===== src/rtl/prog_loader_pkg.sv =====
// Shared types and constants for the boot-time program loader.
package prog_loader_pkg;

  localparam int HDR_W = 16;

  typedef enum logic [3:0] {
    HDR_HI = 4'd0,
    HDR_LO = 4'd1,
    DAT_HI = 4'd2,
    DAT_LO = 4'd3,
    WRITE  = 4'd4,
    CHK_HI = 4'd5,
    CHK_LO = 4'd6,
    RUN    = 4'd7,
    ERR    = 4'd8
  } state_t;

endpackage


===== src/rtl/prog_loader_byte_assembler.sv =====
// Packs two consecutive bytes (high first) into a 16-bit word; word_valid
// pulses combinationally on the low-byte transfer.
module byte_assembler
  import prog_loader_pkg::*;
(
  input  logic             clk,
  input  logic             reset,
  input  logic             clear,
  input  logic             byte_en,
  input  logic [7:0]       byte_in,
  output logic [HDR_W-1:0] word,
  output logic             word_valid
);

  logic [7:0] hi_q;
  logic       phase_q;

  always_ff @(posedge clk) begin
    if (reset || clear) begin
      hi_q    <= '0;
      phase_q <= 1'b0;
    end else if (byte_en) begin
      if (!phase_q) hi_q <= byte_in;
      phase_q <= ~phase_q;
    end
  end

  assign word       = {hi_q, byte_in};
  assign word_valid = byte_en && phase_q;

endmodule


===== src/rtl/prog_loader.sv =====
// Boot-time program loader: header word N, then N big-endian data words,
// written to consecutive memory words while the CPU is held in reset.
// Optional trailing XOR checksum enabled by PROG_LOADER_CHECKSUM_EN.
//
// state  | meaning
// HDR_HI | waiting for header high byte
// HDR_LO | waiting for header low byte, validates N
// DAT_HI | waiting for data high byte
// DAT_LO | waiting for data low byte
// WRITE  | one-cycle memory write, counter advances
// CHK_HI | waiting for checksum high byte (checksum build only)
// CHK_LO | waiting for checksum low byte, compares (checksum build only)
// RUN    | image loaded, CPU released
// ERR    | bad image, CPU held in reset until restart
module prog_loader
  import prog_loader_pkg::*;
#(
  parameter int ADDR_W    = 6,
  parameter int DATA_W    = 16,
  parameter int BASE_ADDR = 0,
  parameter int MAX_WORDS = 64
) (
  input  logic              clk,
  input  logic              reset,
  input  logic              restart,
  input  logic              rx_valid,
  input  logic [7:0]        rx_byte,
  output logic              rx_ready,
  output logic              mem_we,
  output logic [ADDR_W-1:0] mem_addr,
  output logic [DATA_W-1:0] mem_wdata,
  output logic              cpu_reset,
  output logic              busy,
  output logic              error
);

  state_t            state_q, state_d;
  logic [HDR_W-1:0]  cnt_q;
  logic [HDR_W-1:0]  hdr_q;
  logic [DATA_W-1:0] wdata_q;
  logic [HDR_W-1:0]  word;
  logic              word_valid;
  logic              xfer;
  logic              restart_ok;
  logic              last_word;

  assign xfer       = rx_valid && rx_ready;
  assign restart_ok = restart && (state_q == RUN || state_q == ERR);
  assign last_word  = (cnt_q + HDR_W'(1)) == hdr_q;

  byte_assembler u_asm (
    .clk        (clk),
    .reset      (reset),
    .clear      (restart_ok),
    .byte_en    (xfer),
    .byte_in    (rx_byte),
    .word       (word),
    .word_valid (word_valid)
  );

`ifdef PROG_LOADER_CHECKSUM_EN
  logic [HDR_W-1:0] csum_q;

  always_ff @(posedge clk) begin
    if (reset || restart_ok)
      csum_q <= '0;
    else if (word_valid && (state_q == HDR_LO || state_q == DAT_LO))
      csum_q <= csum_q ^ word;
  end
`endif

  always_comb begin
    state_d  = state_q;
    rx_ready = 1'b0;
    case (state_q)
      HDR_HI: begin
        rx_ready = 1'b1;
        if (xfer) state_d = HDR_LO;
      end
      HDR_LO: begin
        rx_ready = 1'b1;
        if (word_valid) begin
          if (word == '0 || word > HDR_W'(MAX_WORDS)) state_d = ERR;
          else                                        state_d = DAT_HI;
        end
      end
      DAT_HI: begin
        rx_ready = 1'b1;
        if (xfer) state_d = DAT_LO;
      end
      DAT_LO: begin
        rx_ready = 1'b1;
        if (word_valid) state_d = WRITE;
      end
      WRITE: begin
`ifdef PROG_LOADER_CHECKSUM_EN
        state_d = last_word ? CHK_HI : DAT_HI;
`else
        state_d = last_word ? RUN : DAT_HI;
`endif
      end
`ifdef PROG_LOADER_CHECKSUM_EN
      CHK_HI: begin
        rx_ready = 1'b1;
        if (xfer) state_d = CHK_LO;
      end
      CHK_LO: begin
        rx_ready = 1'b1;
        if (word_valid) state_d = (word == csum_q) ? RUN : ERR;
      end
`endif
      RUN, ERR: begin
        if (restart) state_d = HDR_HI;
      end
      default: state_d = ERR;
    endcase
  end

  always_ff @(posedge clk) begin
    if (reset) begin
      state_q <= HDR_HI;
      cnt_q   <= '0;
      hdr_q   <= '0;
      wdata_q <= '0;
    end else begin
      state_q <= state_d;
      if (restart_ok) cnt_q <= '0;
      else if (state_q == WRITE) cnt_q <= cnt_q + HDR_W'(1);
      if (state_q == HDR_LO && word_valid) hdr_q <= word;
      if (state_q == DAT_LO && word_valid) wdata_q <= DATA_W'(word);
    end
  end

  // Address wraps modulo 2^ADDR_W by construction of the truncated add.
  assign mem_addr  = ADDR_W'(BASE_ADDR) + cnt_q[ADDR_W-1:0];
  assign mem_wdata = wdata_q;
  assign mem_we    = (state_q == WRITE);
  assign cpu_reset = (state_q != RUN);
  assign busy      = (state_q != RUN) && (state_q != ERR);
  assign error     = (state_q == ERR);

endmodule


===== config.mk =====
export PLATFORM = sky130hd
export DESIGN_NAME = prog_loader
export DESIGN_NICKNAME = d
export VERILOG_FILES = /design/src/rtl/prog_loader_pkg.sv /design/src/rtl/prog_loader_byte_assembler.sv /design/src/rtl/prog_loader.sv
export SDC_FILE = /design/constraint.sdc
export NUM_CORES = 1
export LEC_CHECK = 0
export ABC_AREA = 1
export CAP_MARGIN = 20
export CORE_AREA = 2 2 80 82
export DETAILED_ROUTE_END_ITERATION = 6
export DIE_AREA = 0 0 82 84
export PLACE_DENSITY = 0.77
export RECOVER_POWER = 50
export SLEW_MARGIN = 20
export SYNTH_ARGS = -nofsm -noshare
export SYNTH_HDL_FRONTEND = slang
export SYNTH_HIERARCHICAL = 1
export SYNTH_SLANG_ARGS = --single-unit

===== constraint.sdc =====
create_clock -name clk -period 2.2 [get_ports clk]
set_input_delay 0.22 -clock clk [delete_from_list [all_inputs] [get_ports clk]]
set_output_delay 0.22 -clock clk [all_outputs]
set_load 0.01 [all_outputs]

* After elaboration in Yosys (flattened, before gate mapping)
Cells that the tools add are included.
** Operators by class
- Add/sub/neg operators :: 1
- Order comparisons :: 1
- Equality and inequality tests :: 14
- Muxes and demuxes :: 9
- Bitwise logic cells :: 1
- Reductions and logical operators :: 16
** Operators by type and width (count)
- 2-to-1 mux 4 bit :: 6
- case mux 4 bit (6 select lines) :: 1
- adder 16 x 1 -> 16 bit (second input constant) :: 1
- equality test 16 bit :: 1
- > comparator 16 x 7 -> 1 bit (second input constant) :: 1
- logical NOT 16 bit :: 1
- equality test 4 x 2 -> 1 bit (second input constant) :: 2
- equality test 4 x 3 -> 1 bit (second input constant) :: 2
- logical AND 1 bit :: 6
- != test 2 bit (second input constant) :: 3
- AND reduction 5 bit :: 1
- equality test 4 x 1 -> 1 bit (second input constant) :: 1
- equality test 4 bit (second input constant) :: 1
- logical NOT 4 bit :: 1
- != test 2 x 1 -> 1 bit (second input constant) :: 2
- != test 4 x 3 -> 1 bit (second input constant) :: 1
- != test 4 bit (second input constant) :: 1
- OR reduction 2 bit :: 2
- OR reduction 4 bit :: 1
- logical OR 1 bit :: 3
- 2-to-1 mux 3 bit :: 1
- AND reduction 2 bit :: 1
- 2-to-1 mux 1 bit :: 1
- NOT 1 bit :: 1
** Word-level totals
- Register bits :: 61
- Input bits :: 12
- Output and inout bits :: 27
- Word-level logic and storage cells :: 48

* Logic depth before layout (Yosys ltp)
- Word-level depth :: 7
- Mapped depth :: 16
- Gate-level depth less buffers :: 16

* Cells and area by module
Netlist, hierarchy kept.
** By module, submodules not included
- prog_loader :: instances 1, cells an instance 423, area each 2806.4 um^2
- byte_assembler :: instances 1, cells an instance 66, area each 452.9 um^2

* Worst setup path before layout
No wires, ideal clock.
- Path kind :: register to register
- Start :: register state_q[2]
- End :: register hdr_q[0]
- Library setup time :: 0.070 ns
- Arrival time :: 1.890 ns
- Data required time :: 2.130 ns
- Path slack :: 0.239 ns
- Stages on the path, launching flop included :: 11
- Buffers on the path :: 3
- Cells stage by stage :: dfxtp_1 > nor2_1 > inv_1 > nor2_1 > buf_6 > nand2_1 > inv_1 > clkbuf_1 > clkbuf_1 > nand3_1 > a21oi_1
** Between the ends
- Cells in the longest elaborated chain, start to end :: 6
** Ends and longest elaborated chain
- start, declared :: RTL line prog_loader.sv:37 : state_t state_q, state_d;
- start signal, assigned :: RTL line prog_loader.sv:126 : state_q <= state_d;
- equality test 4 x 1 -> 1 bit (tied with other cells) :: RTL line prog_loader.sv:75 : case (state_q)
- OR reduction 4 bit (no line) *
- 2-to-1 mux 1 bit * :: RTL line prog_loader.sv:75
- named net rx_ready :: RTL line prog_loader.sv:28 : output logic rx_ready,
- logical AND 1 bit * :: RTL line prog_loader.sv:47 : assign xfer = rx_valid && rx_ready;
- named net xfer :: RTL line prog_loader.sv:43 : logic xfer;
- logical AND 1 bit * :: RTL line prog_loader_byte_assembler.sv:29 : assign word_valid = byte_en && phase_q;
- named net word_valid :: RTL line prog_loader.sv:42 : logic word_valid;
- logical AND 1 bit * :: RTL line prog_loader.sv:129 : if (state_q == HDR_LO && word_valid) hdr_q <= word;
- end signal, assigned :: RTL line prog_loader.sv:129
- end, declared :: RTL line prog_loader.sv:39 : logic [HDR_W-1:0] hdr_q;
Mark *: on every way through the listed nets, which the timed path passes. The rest lies on a longest branch.
A chain may end at the register's enable or synchronous reset.

* Final worst setup path
- Start :: register cnt_q[1]
- End :: register state_q[2]
** Between the ends
- Cells in the longest elaborated chain, start to end :: 4
** Ends and longest elaborated chain
- start, declared :: RTL line prog_loader.sv:38 : logic [HDR_W-1:0] cnt_q;
- start signal, assigned :: RTL line prog_loader.sv:128 : else if (state_q == WRITE) cnt_q <= cnt_q + HDR_W'(1);
- adder 16 x 1 -> 16 bit :: RTL line prog_loader.sv:49 : assign last_word = (cnt_q + HDR_W'(1)) == hdr_q;
- equality test 16 bit :: RTL line prog_loader.sv:49
- 2-to-1 mux 3 bit :: RTL line prog_loader.sv:99 : state_d = last_word ? RUN : DAT_HI;
- case mux 4 bit (6 select lines) :: RTL line prog_loader.sv:75
Every way passes these cells.

==> qor_table.md <==
| Metric | This run | Unit |
|---|---|---|
| Net switching component of the power | 929 | uW |
| Run status | finished clean | - |
| Critical path start-end classification | reg -> reg | - |
| First drt pass iteration count | 5 | - |
| Clock-pin transition on the worst setup and hold timing paths | 0.07 | ns |
| Initial standard-cell utilization of the core | 0.535 | - |
| Synth Area in Compound Gates | 0.139 | - |
| Cell leakage power | 0.00169 | uW |
| Cell count after placement | 587 | - |
| Number of buffers added by the clock tree synthesis step | 9 | - |
| Relative contribution of combinational cells to total power | 0.212 | - |
| Min-delay src | mem_wdata[0] | - |
| Nets | 535 | - |
| Post-route fraction of the period consumed by the critical path | 0.900 | - |
| Final setup violating endpoints | 0 | - |
| DRT Wirelength | 8120 | microns |
| Final hold violation count | 0 | - |
| Max VDD drop | 0.000457 | V |
| R2r setup slk | 0.22 | ns |
| Antenna violations before repair | 0 | - |
| Critical path launch point type | register | - |
| Worst Setup End Kind | register | - |
| Number of antenna cells inserted | 0 | - |
| Number of rows in the core area | 29 | - |
| Number of standard cells in the layout, taps in and fillers out | 604 | - |
| Max-cap violations | 0 | - |
| Post-route ant nets | 0 | - |
| Slew at the pin closest to its max-slew limit | 0.539 | ns |
| Combinational family with the most area after synthesis | simple AND/OR/NAND/NOR gates | - |
| Unrepaired setup endpoints after global routing | false | - |
| Worst slew slack as a fraction of its limit | 0.639 | - |
| Number of buffers on the longest clock path | 2 | - |
| Timing-limited maximum frequency | 505 | MHz |
| Most used flip-flop cell after synthesis | sky130_fd_sc_hd__dfxtp_1 | - |
| Via count of the first global-routing pass | 3043 | - |
| GRT Total Usage | 0.257 | - |
| Area of the core | 6100 | sq um |
| Die area | 6890 | sq um |
| HPWL after DPL | 5850 | microns |
| Remaining Overflow, GRT | 0 | - |
| Adder-Cell Fraction of Synth Area | 0.00384 | - |
| Routed length per placed instance | 13.4 | microns |
| Synthesized net count | 502 | - |
| Endpoint arrival time on the critical path | 2.25 | ns |
| Wire length of the first global-routing pass | 13700 | microns |
| Destination of the worst hold path | mem_wdata[0] | - |
| Routability-driven placement congestion ratio | 0.923 | - |
| DRC violation count after routing | 0 | - |
| Layout cell share with drive strength beyond 1 | 0.101 | - |
| FFs w/ async S/R, synth | 0 | - |
| Number of buffers added for setup after CTS | 0 | - |
| Violation count after the first detailed-route iteration | 193 | - |
| Worst Hold Path Cells | 2 | - |
| Required time of the critical path | 2.47 | ns |
| Overall via count from detail_route | 3264 | - |
| Cell internal pwr | 2040 | uW |
| I/O pin count | 39 | - |
| Share of synthesized area occupied by flip-flops and latches | 0.375 | - |
| Fraction of power consumed by the clock network | 0.358 | - |
| Mean instance size in the synthesized netlist | 6.67 | sq um |
| Flops & latches, synth | 61 | - |
| Core utilization of the finished layout | 0.640 | - |
| Sequential fraction of design power | 0.430 | - |
| Area added between synthesis and finish | 19.6 | % |
| Clock Skew | 0.00659 | ns |
| Synthesis Warnings | 6 | - |
| Cells after Synth | 489 | - |
| Number of cells on the worst reg-to-reg path | 13 | - |
| Basic-gate share of the synthesized area counting and, or, nand and nor cells | 0.337 | - |
| CTS H-tree depth | 3 | - |
| Hold/Removal Path Class | reg -> reg | - |
| Clock network latency to the later pin of the worst-skew pair | 0.34 | ns |
| Switching portion of total power | 0.313 | - |
| Buffers added on ports | 38 | - |
| Beginning of the critical path | cnt_q[1] | - |
| Overall die height | 84 | microns |
| Hold Slack | 0.460 | ns |
| Number of sinks on the clock net | 61 | - |
| Number of max-slew violations in the final report | 0 | - |
| Fin crit period | 1.98 | ns |
| Worst R2R Start | cnt_q[1] | - |
| Setup TNS after final layout | 0 | ns |
| Post-synthesis instance area | 3260 | sq um |
| Via-per-instance ratio | 5.40 | - |
| Peak fanout along the critical path | 5 | - |
| Die W | 82 | microns |
| Largest net degree at the start of global routing | 30 | - |
| Xor and xnor fraction of the mapped netlist area | 0.0177 | - |
| Total Power | 2960 | uW |
| Capture instance of the worst register-to-register path | state_q[2] | - |
| Power density over the cells | 760 | nW/um^2 |
| EDFF count, synth | 0 | - |
| Root Driver | sky130_fd_sc_hd__clkbuf_8 | - |
| Unique masters post-synth | 33 | - |
| Mux share of post-synthesis cell area | 0 | - |
| CTS tree | yes | - |
-- sequential cells by signal (all words and copies together), names as in the netlist --
signal,cells
cnt_q,16
hdr_q,16
mem_wdata,16
state_q,4
u_asm/hi_q,8
u_asm/phase_q,1
-- metal layers --
layer  part of all wire  GRT usage  vias up
met5                  0          0        -
met4              0.032      0.118        0
li1                   -          -     1655
met1               0.44      0.335     1484
met3              0.052     0.0368       23
met2               0.47      0.415      102
-- worst max-delay path, stage by stage (launching register included) --
cell,delay (ns)
sky130_fd_sc_hd__dfxtp_2,0.36
sky130_fd_sc_hd__ha_2,0.22
sky130_fd_sc_hd__nand2_2,0.16
sky130_fd_sc_hd__nor2_4,0.21
sky130_fd_sc_hd__nand4_1,0.14
sky130_fd_sc_hd__nand3_1,0.11
sky130_fd_sc_hd__nand2_1,0.05
sky130_fd_sc_hd__nor2_1,0.17
sky130_fd_sc_hd__nand2_1,0.07
sky130_fd_sc_hd__nor2_1,0.09
sky130_fd_sc_hd__nand2_1,0.09
sky130_fd_sc_hd__nand2_1,0.06
sky130_fd_sc_hd__nand2_1,0.04
sky130_fd_sc_hd__a21oi_1,0.14
-- how the worst max path moves through the flow --
stage,end,depth (start not counted),slack (ns)
floorplan,hdr_q[0],10,0.24
global placement,state_q[2],13,0.18
detailed placement,state_q[2],13,0.14
CTS,state_q[2],13,0.11
global route,state_q[0],15,0.02
finish,state_q[2],13,0.22
-- repair_timing --
action / in CTS / in global routing
endpoints found under the hold margin: 0 / 0
resized for setup: 0 / 11
setup endpoints to repair: 0 / 6
hold buffers: 0 / 0
-- power by group through the flow --
stage	Sequential [uW]	Clock (uW)	Combinational, uW
global placement	1290	0	618
detailed placement	1300	0	629
floorplan	1270	0	452
global route	1290	1110	713
CTS	1270	1060	633
finish	1270	1060	628
-- kinds of logic (layout without fill, tap and decap cells) --
group           count (synthesis)  count (layout)
compound gates                 86              86
xor+xnor                        5               5
fa+ha+maj                       1               1
buf+inv                        95             132
flops                          61              61
simple gates                  241             242
-- cell usage after synthesis (2+ instances only) --
cell,count,area share
sky130_fd_sc_hd__xor2_1,3,0.0081
sky130_fd_sc_hd__nor2_2,3,0.0058
sky130_fd_sc_hd__a31oi_1,4,0.0077
sky130_fd_sc_hd__nand2_2,4,0.0077
sky130_fd_sc_hd__nor4_1,2,0.0038
sky130_fd_sc_hd__o211ai_1,2,0.0046
sky130_fd_sc_hd__o21ai_0,28,0.043
sky130_fd_sc_hd__dfxtp_1,61,0.37
sky130_fd_sc_hd__nand3_1,67,0.10
sky130_fd_sc_hd__nor3_1,4,0.0061
sky130_fd_sc_hd__clkbuf_1,12,0.014
sky130_fd_sc_hd__nand4_1,8,0.015
sky130_fd_sc_hd__inv_1,61,0.070
sky130_fd_sc_hd__nor2_4,4,0.014
sky130_fd_sc_hd__buf_4,14,0.032
sky130_fd_sc_hd__nand2_1,104,0.12
sky130_fd_sc_hd__inv_2,5,0.0058
sky130_fd_sc_hd__nor2_1,41,0.047
sky130_fd_sc_hd__a21oi_1,48,0.074
-- layout by cell type (no fill, tap or decap), types with 3 or more instances in the layout --
| master | netlist | layout |
|---|---|---|
| sky130_fd_sc_hd__inv_2 | 5 | 4 |
| sky130_fd_sc_hd__nand2_1 | 104 | 102 |
| sky130_fd_sc_hd__nand3_1 | 67 | 66 |
| sky130_fd_sc_hd__inv_1 | 61 | 62 |
| sky130_fd_sc_hd__o21ai_0 | 28 | 27 |
| sky130_fd_sc_hd__a21oi_1 | 48 | 48 |
| sky130_fd_sc_hd__dlygate4sd3_1 | 0 | 23 |
| sky130_fd_sc_hd__nand4_1 | 8 | 8 |
| sky130_fd_sc_hd__a31oi_1 | 4 | 4 |
| sky130_fd_sc_hd__nor2_4 | 4 | 6 |
| sky130_fd_sc_hd__clkbuf_8 | 0 | 12 |
| sky130_fd_sc_hd__nor3_1 | 4 | 3 |
| sky130_fd_sc_hd__dfxtp_1 | 61 | 59 |
| sky130_fd_sc_hd__clkinv_2 | 0 | 3 |
| sky130_fd_sc_hd__buf_4 | 14 | 10 |
| sky130_fd_sc_hd__clkdlybuf4s50_1 | 0 | 15 |
| sky130_fd_sc_hd__nand2_2 | 4 | 6 |
| sky130_fd_sc_hd__nor2_1 | 41 | 41 |
| sky130_fd_sc_hd__xor2_1 | 3 | 3 |
-- area by class of cell --
type                            count  area, sq um
Fill cell                         549         2200
Timing Repair Buffer               49          459
Tap cell                           77         96.3
Sequential cell                    61         1220
Clock buffer                       12          165
Clock inverter                      4         45.0
Multi-Input combinational cell    334         1660
Inverter                           67          251
-- per-stage QoR --
step	cell area, sq um	worst slack (ns)
final	3900	0.221
after floorplan	3260	0.239
after detailed placement	3650	0.139
after CTS	3860	0.108
after global routing	3900	0.0175
after global placement	3650	0.181
(Power assumes the default switching activity.)
==> variant, RTL diff (same settings) <==
Change the parameter `MAX_WORDS` from 64 to 32.
--- a/src/rtl/prog_loader.sv
+++ b/src/rtl/prog_loader.sv
@@ -18,7 +18,7 @@
   parameter int ADDR_W    = 6,
   parameter int DATA_W    = 16,
   parameter int BASE_ADDR = 0,
-  parameter int MAX_WORDS = 64
+  parameter int MAX_WORDS = 32
 ) (
   input  logic              clk,
   input  logic              reset,
Behaviour: not the same (Yosys sat finds a counterexample within 4 cycles, from zero or initial values and one cycle with reset high).
==> variant against the unedited design <==
Count of clock-buffer cells in the layout is the same; sequential cell count is the same; worst setup slack lost 0.070 ns; cell count shrank 1.8%; sequential share of layout area grew 1.0 points; final area shrank 3.3%; utilization shrank 2.1 points; synthesized area shrank 0.58%; first-iteration DRC count grew 1.0%; routed wire length shrank 2.5%; power shrank 6.3%; critical path depth shrank 8; global-route usage shrank 1.2 points; largest cell class unchanged; highest routed layer unchanged.
==> variant: results (changes against the unedited design) <==
stage,metric,value,unit,change
placed_design,pre_cts_ws,0.301,ns,+0.162 ns
synth,syn_nets,497,,-1.0%
timing,finClkSkew,0.00810,ns,+0.00151 ns
routing,drt_iter0_markers,195,,+1.0%
global_route,grt_pass1_vias,2983,,-2.0%
worst_setup_path,worstSetupStartpoint,state_q[0]$_SDFFE_PP0P_,,
global_route,antenna_found_initial,0,,unchanged
min_path,min_from,mem_wdata[2]$_SDFFE_PP0P_,,
worst_setup_path,cp_slowest_cell,clkdlybuf4s50_1,,
synth,synthArstFlopShare,0,,unchanged
global_route,grt_max_degree,30,,unchanged
routing,first_pass_iters,5,,unchanged
routing,avgViaCountPerCell,5.37,,-0.55%
power_and_ir_drop,p_leak,1.56,nW,-7.3%
timing,worst_slew_pin_slew,0.589,ns,+0.0502 ns
worst_setup_path,critical_path.top_delay_family,buffers and inverters,,
synth,yosys_warnings,6,,unchanged
synth,synth.distinct_cells,32,,-3.0%
clocking,htreeDepth,3,,unchanged
synth,ys_top_cells_by_count,"nand2_1, dfxtp_1, inv_1",,
placed_design,place_congestion,0.936,,+1.4%
placed_design,io_buffers,38,,unchanged
power_and_ir_drop,ir_drop,0.522,mV,+14%
layout,drive_gt1_frac,0.0795,,-0.0211
clocking,cts_max_path_buffers,2,,unchanged
global_route,grt.total_usage,0.245,,-0.0121
worst_setup_path,max_stage_delay,0.53,ns,+0.17 ns
global_route,grt_pass1_wl,13.2,mm,-4.3%
clocking,cts_root_buffer,clkbuf_8,,
clocking,clk_pin_slew,0.07,ns,about the same
synth,ys_seq_area_frac,0.377,,+0.00217
routing,wl,7.92,mm,-2.5%
worst_setup_path,critPathMaxFanout,6,,+1
clocking,worstSkewPairLatency,0.34,ns,about the same
clocking,cts-resized-gates,0,,unchanged
worst_setup_path,r2r_start,cnt_q[1]$_SDFFE_PP0P_,,
placed_design,dp.final_hpwl,5.79,mm,-1.1%
min_path,worstHoldPathType,register to register,,
layout,num_antenna_cells,0,,unchanged
clocking,postCtsSetupRepairBufs,0,,unchanged
synth,synth.area.top_cells,"dfxtp_1, nand2_1, nand3_1, a21oi_1, inv_1",,
status,outcome,finished clean,,
timing,fin_setup_tns,0,ns,unchanged
clocking,cts_buffers,9,,unchanged
layout,fin_nets,526,,-1.7%
[variant: changes by cell type after synthesis, moves of 3 or more]
cell     before  now
nand3_1      67   57
xnor2_1       1    4
inv_1        61   58
nor2_2        3    6
nand2_1     104  112
nand2_2       4    1
[variant: stage by stage]
stage           util  instances  instance area, um^2
2_1_floorplan      -        484                 3240
3_3_place_gp   0.592        579                 3610
3_5_place_dp   0.592        579                 3610
4_1_cts        0.619        593                 3780
5_1_grt        0.618        593                 3770
6_report       0.618        593                 3770
[variant: metal layers]
| metal | GRT usage | wire length, um | up-vias |
|---|---|---|---|
| li1 | - | - | 1607 |
| met1 | 0.314 | 3620 | 1446 |
| met2 | 0.381 | 3630 | 110 |
| met3 | 0.0530 | 421 | 24 |
| met4 | 0.126 | 251 | 0 |
| met5 | 0 | 0 | - |
[variant: layout make-up]
| type | count | area, um^2 |
|---|---|---|
| Clock buffer | 12 | 155 |
| Tap cell | 77 | 96.3 |
| Multi-Input combinational cell | 332 | 1610 |
| Timing Repair Buffer | 46 | 440 |
| Inverter | 63 | 236 |
| Fill cell | 571 | 2330 |
| Sequential cell | 61 | 1220 |
| Clock inverter | 2 | 10.0 |
[variant: power by group]
group | internal (mW) | switching [mW]
clock | 0.455 | 0.427
sequential | 1.18 | 0.0789
combinational | 0.230 | 0.401
total | 1.87 | 0.907
[variant: cells by family after synthesis]
| logic type | count (synthesis) | share of synthesized area |
|---|---|---|
| simple gates | 239 | 0.333 |
| buf+inv | 91 | 0.124 |
| compound gates | 85 | 0.139 |
| flops | 61 | 0.377 |
| xor+xnor | 7 | 0.0236 |
| fa+ha+maj | 1 | 0.00386 |
[variant: path summary, 6_finish.rpt]
check                                    to  slack (ns)  cells after the start
hold / removal    mem_wdata[2]$_SDFFE_PP0P_        0.46                      2
setup / recovery                     mem_we        0.15                      5
setup reg to reg    state_q[0]$_SDFFE_PP0P_        0.28                     13
hold reg to reg   mem_wdata[2]$_SDFFE_PP0P_        0.46                      2
[variant: worst min-delay path: stages (launching register included)]
cell,delay [ns]
dfxtp_1,0.31
nand2_1,0.06
a21oi_1,0.05
